<file path="config.mk">
export PLATFORM = sky130hd
export DESIGN_NAME = pair_stim_gen
export DESIGN_NICKNAME = d
export VERILOG_FILES = /design/src/rtl/pair_stim_gen.sv
export SDC_FILE = /design/constraint.sdc
export NUM_CORES = 1
export LEC_CHECK = 0
export BUFFER_PORTS_ARGS = -buffer_cell sky130_fd_sc_hd__buf_4
export CAP_MARGIN = 10
export CORE_MARGIN = 10
export CORE_UTILIZATION = 59
export DETAILED_ROUTE_END_ITERATION = 16
export PLACE_DENSITY_LB_ADDON = 0.25
export SLEW_MARGIN = 20
export SYNTH_ARGS = -nofsm -noshare
export SYNTH_HDL_FRONTEND = slang
export SYNTH_SLANG_ARGS = --single-unit
</file>
<file path="constraint.sdc">
create_clock -name CLOCK_50 -period 4.3 [get_ports CLOCK_50]
set_input_delay 0.215 -clock CLOCK_50 [delete_from_list [all_inputs] [get_ports CLOCK_50]]
set_output_delay 0.215 -clock CLOCK_50 [all_outputs]
set_load 0.01 [all_outputs]
</file>
<file path="src/rtl/pair_stim_gen.sv">
// pair_stim_gen
// Stimulus generator and checker for a 2-bit inequality comparator.
// A run is requested with START. The block then presents all 16 vectors
// {x1,x0,y1,y0} = 0..15, holding each one for STEP_CYCLES cycles. On the
// last cycle of each hold it compares the DUT's mismatch flag with the
// expected one and counts any disagreement.
//
// Ports
//   CLOCK_50 : in  1  sole clock, rising edge
//   RESET    : in  1  synchronous active-high reset
//   START    : in  1  run request, honoured only in IDLE
//   DUT_NEQ  : in  1  mismatch flag returned by the comparator under test
//   XY       : out 4  presented vector {x1,x0,y1,y0}
//   VALID    : out 1  XY carries a live vector
//   EXP_NEQ  : out 1  expected mismatch for XY (0 while VALID=0)
//   BUSY     : out 1  run in progress
//   DONE     : out 1  one-cycle pulse at run completion
//   ERR_CNT  : out 5  disagreements counted in the last run
//   PASS     : out 1  last completed run had no disagreements
module pair_stim_gen #(
    parameter int STEP_CYCLES = 4
) (
    input  logic       CLOCK_50,
    input  logic       RESET,
    input  logic       START,
    input  logic       DUT_NEQ,
    output logic [3:0] XY,
    output logic       VALID,
    output logic       EXP_NEQ,
    output logic       BUSY,
    output logic       DONE,
    output logic [4:0] ERR_CNT,
    output logic       PASS
);

    typedef enum logic [1:0] {
        IDLE = 2'b00,
        RUN  = 2'b01,
        FIN  = 2'b10
    } state_t;

    localparam logic [7:0] LAST_DWELL = 8'(STEP_CYCLES - 1);

    // Expected comparator answer: any bit pair differs.
    function automatic logic neq_of(input logic [3:0] v);
        return (v[3] ^ v[1]) | (v[2] ^ v[0]);
    endfunction

    state_t     state_r, state_s;
    logic [7:0] dwell_r, dwell_s;
    logic [3:0] k_r, k_s;
    logic [3:0] xy_r, xy_s;
    logic       valid_r, valid_s;
    logic       busy_r, busy_s;
    logic       done_r, done_s;
    logic [4:0] err_r, err_s;
    logic       pass_r, pass_s;

    // Next-state and next-output computation for the run sequencer.
    always_comb begin
        state_s = state_r;
        dwell_s = dwell_r;
        k_s     = k_r;
        xy_s    = xy_r;
        valid_s = valid_r;
        busy_s  = busy_r;
        done_s  = 1'b0;
        err_s   = err_r;
        pass_s  = pass_r;
        case (state_r)
            IDLE: begin
                xy_s    = 4'd0;
                valid_s = 1'b0;
                busy_s  = 1'b0;
                dwell_s = 8'd0;
                k_s     = 4'd0;
                if (START) begin
                    state_s = RUN;
                    valid_s = 1'b1;
                    busy_s  = 1'b1;
                    err_s   = 5'd0;
                    pass_s  = 1'b0;
                end else begin
                    state_s = IDLE;
                end
            end
            RUN: begin
                if (dwell_r == LAST_DWELL) begin
                    dwell_s = 8'd0;
                    // The DUT answer is only trusted at the end of the hold.
                    if (DUT_NEQ != neq_of(xy_r)) begin
                        err_s = err_r + 5'd1;
                    end else begin
                        err_s = err_r;
                    end
                    if (k_r == 4'd15) begin
                        state_s = FIN;
                        done_s  = 1'b1;
                        busy_s  = 1'b0;
                        valid_s = 1'b0;
                        xy_s    = 4'd0;
                        k_s     = 4'd0;
                        // Verdict includes the final vector's sample.
                        pass_s  = (err_s == 5'd0);
                    end else begin
                        k_s  = k_r + 4'd1;
                        xy_s = k_r + 4'd1;
                    end
                end else begin
                    dwell_s = dwell_r + 8'd1;
                end
            end
            FIN: begin
                // START is deliberately ignored here.
                state_s = IDLE;
            end
            default: begin
                state_s = IDLE;
                dwell_s = 8'd0;
                k_s     = 4'd0;
                xy_s    = 4'd0;
                valid_s = 1'b0;
                busy_s  = 1'b0;
                err_s   = 5'd0;
                pass_s  = 1'b0;
            end
        endcase
    end

    // State and output registers with synchronous reset.
    always_ff @(posedge CLOCK_50) begin
        if (RESET) begin
            state_r <= IDLE;
            dwell_r <= 8'd0;
            k_r     <= 4'd0;
            xy_r    <= 4'd0;
            valid_r <= 1'b0;
            busy_r  <= 1'b0;
            done_r  <= 1'b0;
            err_r   <= 5'd0;
            pass_r  <= 1'b0;
        end else begin
            state_r <= state_s;
            dwell_r <= dwell_s;
            k_r     <= k_s;
            xy_r    <= xy_s;
            valid_r <= valid_s;
            busy_r  <= busy_s;
            done_r  <= done_s;
            err_r   <= err_s;
            pass_r  <= pass_s;
        end
    end

    assign XY      = xy_r;
    assign VALID   = valid_r;
    assign EXP_NEQ = valid_r & neq_of(xy_r);
    assign BUSY    = busy_r;
    assign DONE    = done_r;
    assign ERR_CNT = err_r;
    assign PASS    = pass_r;

endmodule

</file>
After elaboration in Yosys (flattened, before gate mapping) --
Cells that the tools add are included.
Operators by class: $add $sub $neg 3, muxes and demuxes 24, bitwise operators 7, reduce and logical (&&, ||, !) cells 8, eq/ne operators 8
Operator list (number):
- $mux W5 | 5
- $pmux W8 S2 | 1
- $pmux W5 S3 | 1
- $add A8 B1 Y8 const B | 1
- $eq A8 B2 Y1 const B | 1
- $mux W1 | 8
- $mux W4 | 2
- $mux W8 | 1
- $pmux W4 S2 | 1
- $ne A2 B2 Y1 const B | 3
- $pmux W1 S3 | 2
- $reduce_and A3 Y1 | 2
- $add A5 B1 Y5 const B | 1
- $logic_not A5 Y1 | 1
- $add A4 B1 Y4 const B | 1
- $eq A4 B4 Y1 const B | 1
- $mux W2 | 2
- $pmux W2 S2 | 1
- $reduce_and A2 Y1 | 2
- $reduce_and A4 Y1 | 1
- $not A1 Y1 | 3
- $reduce_or A3 Y1 | 1
- $eq A2 B1 Y1 const B | 1
- $eq A2 B2 Y1 const B | 1
- other kinds (5) | 6
Storage, ports and cells: output and inout port bits 14, logic and storage cells 57, input bits 4, flip-flop bits (word level) 22

Longest topological paths before layout --
depth after elaboration 10, gate-level depth with buffers 8, gate-level depth less buffers 7

Worst setup path before layout --
Ideal clock, no wire load.
path type register to register, start point register dwell_r[0], end point register pass_r, in the netlist PASS, setup time 0.116 ns, clock period less this slack 2.043 ns, cell stages (with the launch flop) 9, slack 2.257 ns, data arrival time 1.927 ns, data required time 4.184 ns, buffers on the path 1, cells stage by stage dfxtp_1 > ha_1 > or4b_4 > nor4_4 > buf_4 > nand4_1 > a21oi_1 > nor3b_1 > a41o_1
On the way: longest elaborated chain between the ends 3
RTL lines:
- start, declared | RTL line 50 | logic [7:0] dwell_r, dwell_s;
- start signal, assigned | RTL line 144 | dwell_r <= dwell_s;
- $eq A8 B2 Y1 | RTL line 88 | if (dwell_r == LAST_DWELL) begin
- $ne A2 B2 Y1 (no line)
- $reduce_and A4 Y1 (no line)
- end signal, assigned | RTL line 151 | pass_r <= pass_s;
- end, declared | RTL line 57 | logic pass_r, pass_s;
Every way passes these cells. A chain may end at the register's enable or synchronous reset.

Final worst setup path --
start point register dwell_r[0], end point register xy_r[3], in the netlist XY[3]
On the way: longest elaborated chain between the ends 3
RTL lines:
- $eq A8 B2 Y1 | RTL line 88
- $ne A2 B2 Y1 (no line)
- $reduce_and A2 Y1 (no line)
- end signal, assigned | RTL line 146 | xy_r <= xy_s;
- end, declared | RTL line 52 | logic [3:0] xy_r, xy_s;
Every way passes these cells.

==> impl_metrics.py <==
metrics = {
    "timing": {
        "layout_min_cycle_time_ps": 2520,
        "rsz0062_at_grt": "false",
        "fin_setup_tns_ps": 0,
        "slew_headroom": 0.505,
        "fin_skew_ps": 3.77,
        "max_freq_mhz": 397,
        "worst_slew_pin_slew_ps": 740,
        "finalSetupViolCount": 0,
        "fin_crit_sh": 0.586,
        "finalMaxSlewViolations": 0,
        "hold_viol": 0,
    },
    "synthesis": {
        "ys_seq_area_frac": 0.366,
        "synth_largest_area_cell": "dfxtp_1",
        "yosysWarningCount": 0,
        "syn_inst": 149,
        "yosysMostFrequentCell": "dfxtp_1",
        "synth_common_cells": "dfxtp_1 (22), nor2_1 (20), a21oi_1 (18), o21ai_0 (11), nand2_1 (9)",
        "synth-edff-count": 0,
        "async_reset_ff_frac": 0,
        "synth_seq_cells": 22,
        "netlist_area_mm2": 0.00120,
        "yosysUniqueCellTypes": 39,
        "synth_top_area_share": 0.366,
        "ys.flop_type": "dfxtp_1",
        "syn-num-nets": 156,
        "avgSynthCellArea_um2": 8.09,
        "synthTopCellsByArea": "dfxtp_1 (37%), a21oi_1 (7.5%), nor2_1 (6.2%), o21ai_0 (4.6%), ha_1 (3.1%)",
    },
    "cts": {
        "clk_pin_slew_ps": 130,
        "cts_root_buffer": "clkbuf_4",
        "htreeDepth": 1,
        "cts_hold_buf": 0,
        "cts_resized": 0,
        "numCtsBuffers": 3,
        "cts.sinks": 22,
        "cts_tree": "done",
        "cts_setup_buffers": 0,
        "clockBufferDepth": 2,
        "clock_latency_ps": 310,
    },
    "pwr": {
        "p_per_area_mw_per_mm2": 286,
        "peakVddDrop_mv": 0.186,
        "pwr-share-seq": 0.530,
        "switching_share": 0.214,
        "combPwrFrac": 0.066,
        "clkPwrFrac": 0.404,
        "power.switching_mw": 0.0840,
        "p_leak_nw": 0.527,
        "p_int_mw": 0.309,
        "power.total_mw": 0.393,
    },
    "floorplanning": {
        "die-height_um": 65.2,
        "die_x_um": 65.2,
        "die_area_mm2": 0.00425,
        "core-area_mm2": 0.00194,
        "boundaryPins": 18,
        "start_util": 0.620,
        "rows": 16,
    },
    "setup_path": {
        "cp_slowest_cell": "or4_1",
        "startpoint_type": "register",
        "rr_worst_depth": 6,
        "critical_path.max_fanout": 13,
        "path_class": "reg2reg",
        "cp.arrival_ps": 2770,
        "worstPathRequired_ps": 4550,
        "endpoint_kind": "register",
        "cp_slowest_stage_delay_ps": 550,
        "path_cells": "ha_1 -> or4b_4 -> nor4_4 -> nand2_2 -> or4_1 -> a21oi_1",
    },
    "drt": {
        "num_vias": 1175,
        "post_drt_via_cell_ratio": 6.25,
        "ant_nets": 0,
        "dr.pass1.iters": 4,
        "wire_per_inst_um": 14.2,
        "drt_iter0_drc": 65,
        "drcViolationCount": 0,
        "wirelength_um": 2680,
    },
    "placed_design": {
        "gp_congestion": 0.776,
        "placedInstanceArea_mm2": 0.00132,
        "place_hpwl_um": 1970,
        "dp.cells": 184,
        "io_buffers": 17,
    },
    "worst_hold_path": {
        "whs_path_depth": 3,
        "worst_hold_path_type": "in2reg",
    },
    "run": {
        "cap_violations": 0,
    },
    "global_route": {
        "grt_pass1_wl_um": 4530,
        "first_global_vias": 1062,
        "grt_max_degree": 23,
        "overflow": 0,
        "grtUsageTotal": 0.130,
        "antenna_found_initial": 0,
    },
    "final_layout": {
        "final_nets": 169,
        "final_util": 0.708,
        "final_cell_area_mm2": 0.00138,
        "final_cells": 188,
        "antennaDiodeCount": 0,
        "drive_gt1_frac": 0.161,
        "layout-area-overhead-vs-synth_pct": 14.1,
    },
    "outcome": {
        "status": "completed",
    },
}
-- placed cells by master (no fill, tap or decap), types with 3 or more instances in the layout --
cell and count:
a31oi_1 4, clkbuf_4 3, nand4_1 5, nor3b_1 5, ha_1 3, xor2_1 3
and3_1 3, nor2_1 20, nand2b_1 3, buf_4 17, nand3_1 3, nor3_1 3
nand2_1 9, a21oi_1 18, dfxtp_1 22, o21ai_0 11, or3_1 3
-- registers in the layout, summed over array words and instances (netlist names) --
signal	flops
state_r	2
DONE	1
dwell_r	8
ERR_CNT	5
XY	4
BUSY	1
PASS	1
-- power by group through the flow --
stage	registers, mW	logic, mW	clock network [mW]
final	0.208	0.0260	0.159
after global routing	0.209	0.0295	0.167
after CTS	0.208	0.0258	0.162
after detailed placement	0.213	0.0257	0
after global placement	0.213	0.0250	0
after floorplan	0.212	0.0194	0
-- critical path: cells and delay by family, from the launching register on --
family	cells	cell delay [ps]
AO/OA/AOI/OAI	1	140
AND/OR/NAND/NOR	4	1740
adder cells (fa/ha/maj)	1	200
flip-flops	1	380
-- cell type report --
cell class	count	area [µm²]
Multi-Input combinational cell	116	713
Clock buffer	3	22.5
Clock inverter	1	30.0
Tap cell	27	33.8
Inverter	2	7.51
Timing Repair Buffer	17	128
Sequential cell	22	440
Fill cell	157	567
-- metrics by stage --
stage / hold WS [ps] / setup slack, ps
6_report: 197 / 1780
5_1_grt: 211 / 1560
4_1_cts: 193 / 1780
3_5_place_dp: 516 / 1810
3_3_place_gp: 501 / 1910
2_1_floorplan: 292 / 2260
-- path summary, 6_finish.rpt --
| path | startpoint | to | slack (ps) |
|---|---|---|---|
| max | dwell_r[0] | XY[3] | 1780 |
| max reg2reg | dwell_r[0] | XY[3] | 1780 |
| min reg2reg | state_r[1] | state_r[0] | 540 |
| min | START | state_r[0] | 200 |
-- metal layers --
layer	GRT usage	part of all wire	vias to the layer above
met5	0	0	-
met4	0.0749	0.018	0
met3	0.0407	0.082	6
met2	0.213	0.49	41
met1	0.144	0.41	547
li1	-	-	581
-- cell families (layout without fill, tap and decap cells) --
group | after synthesis | in the layout | synth area share
AND/OR/NAND/NOR | 62 | 62 | 0.286
AO/OA/AOI/OAI | 44 | 44 | 0.221
flip-flops | 22 | 22 | 0.366
buffers and inverters | 11 | 23 | 0.0426
XOR/XNOR | 5 | 5 | 0.0364
adder cells (fa/ha/maj) | 3 | 3 | 0.0312
multiplexers | 2 | 2 | 0.0177
Note: power is estimated with default switching activity, not from simulation.
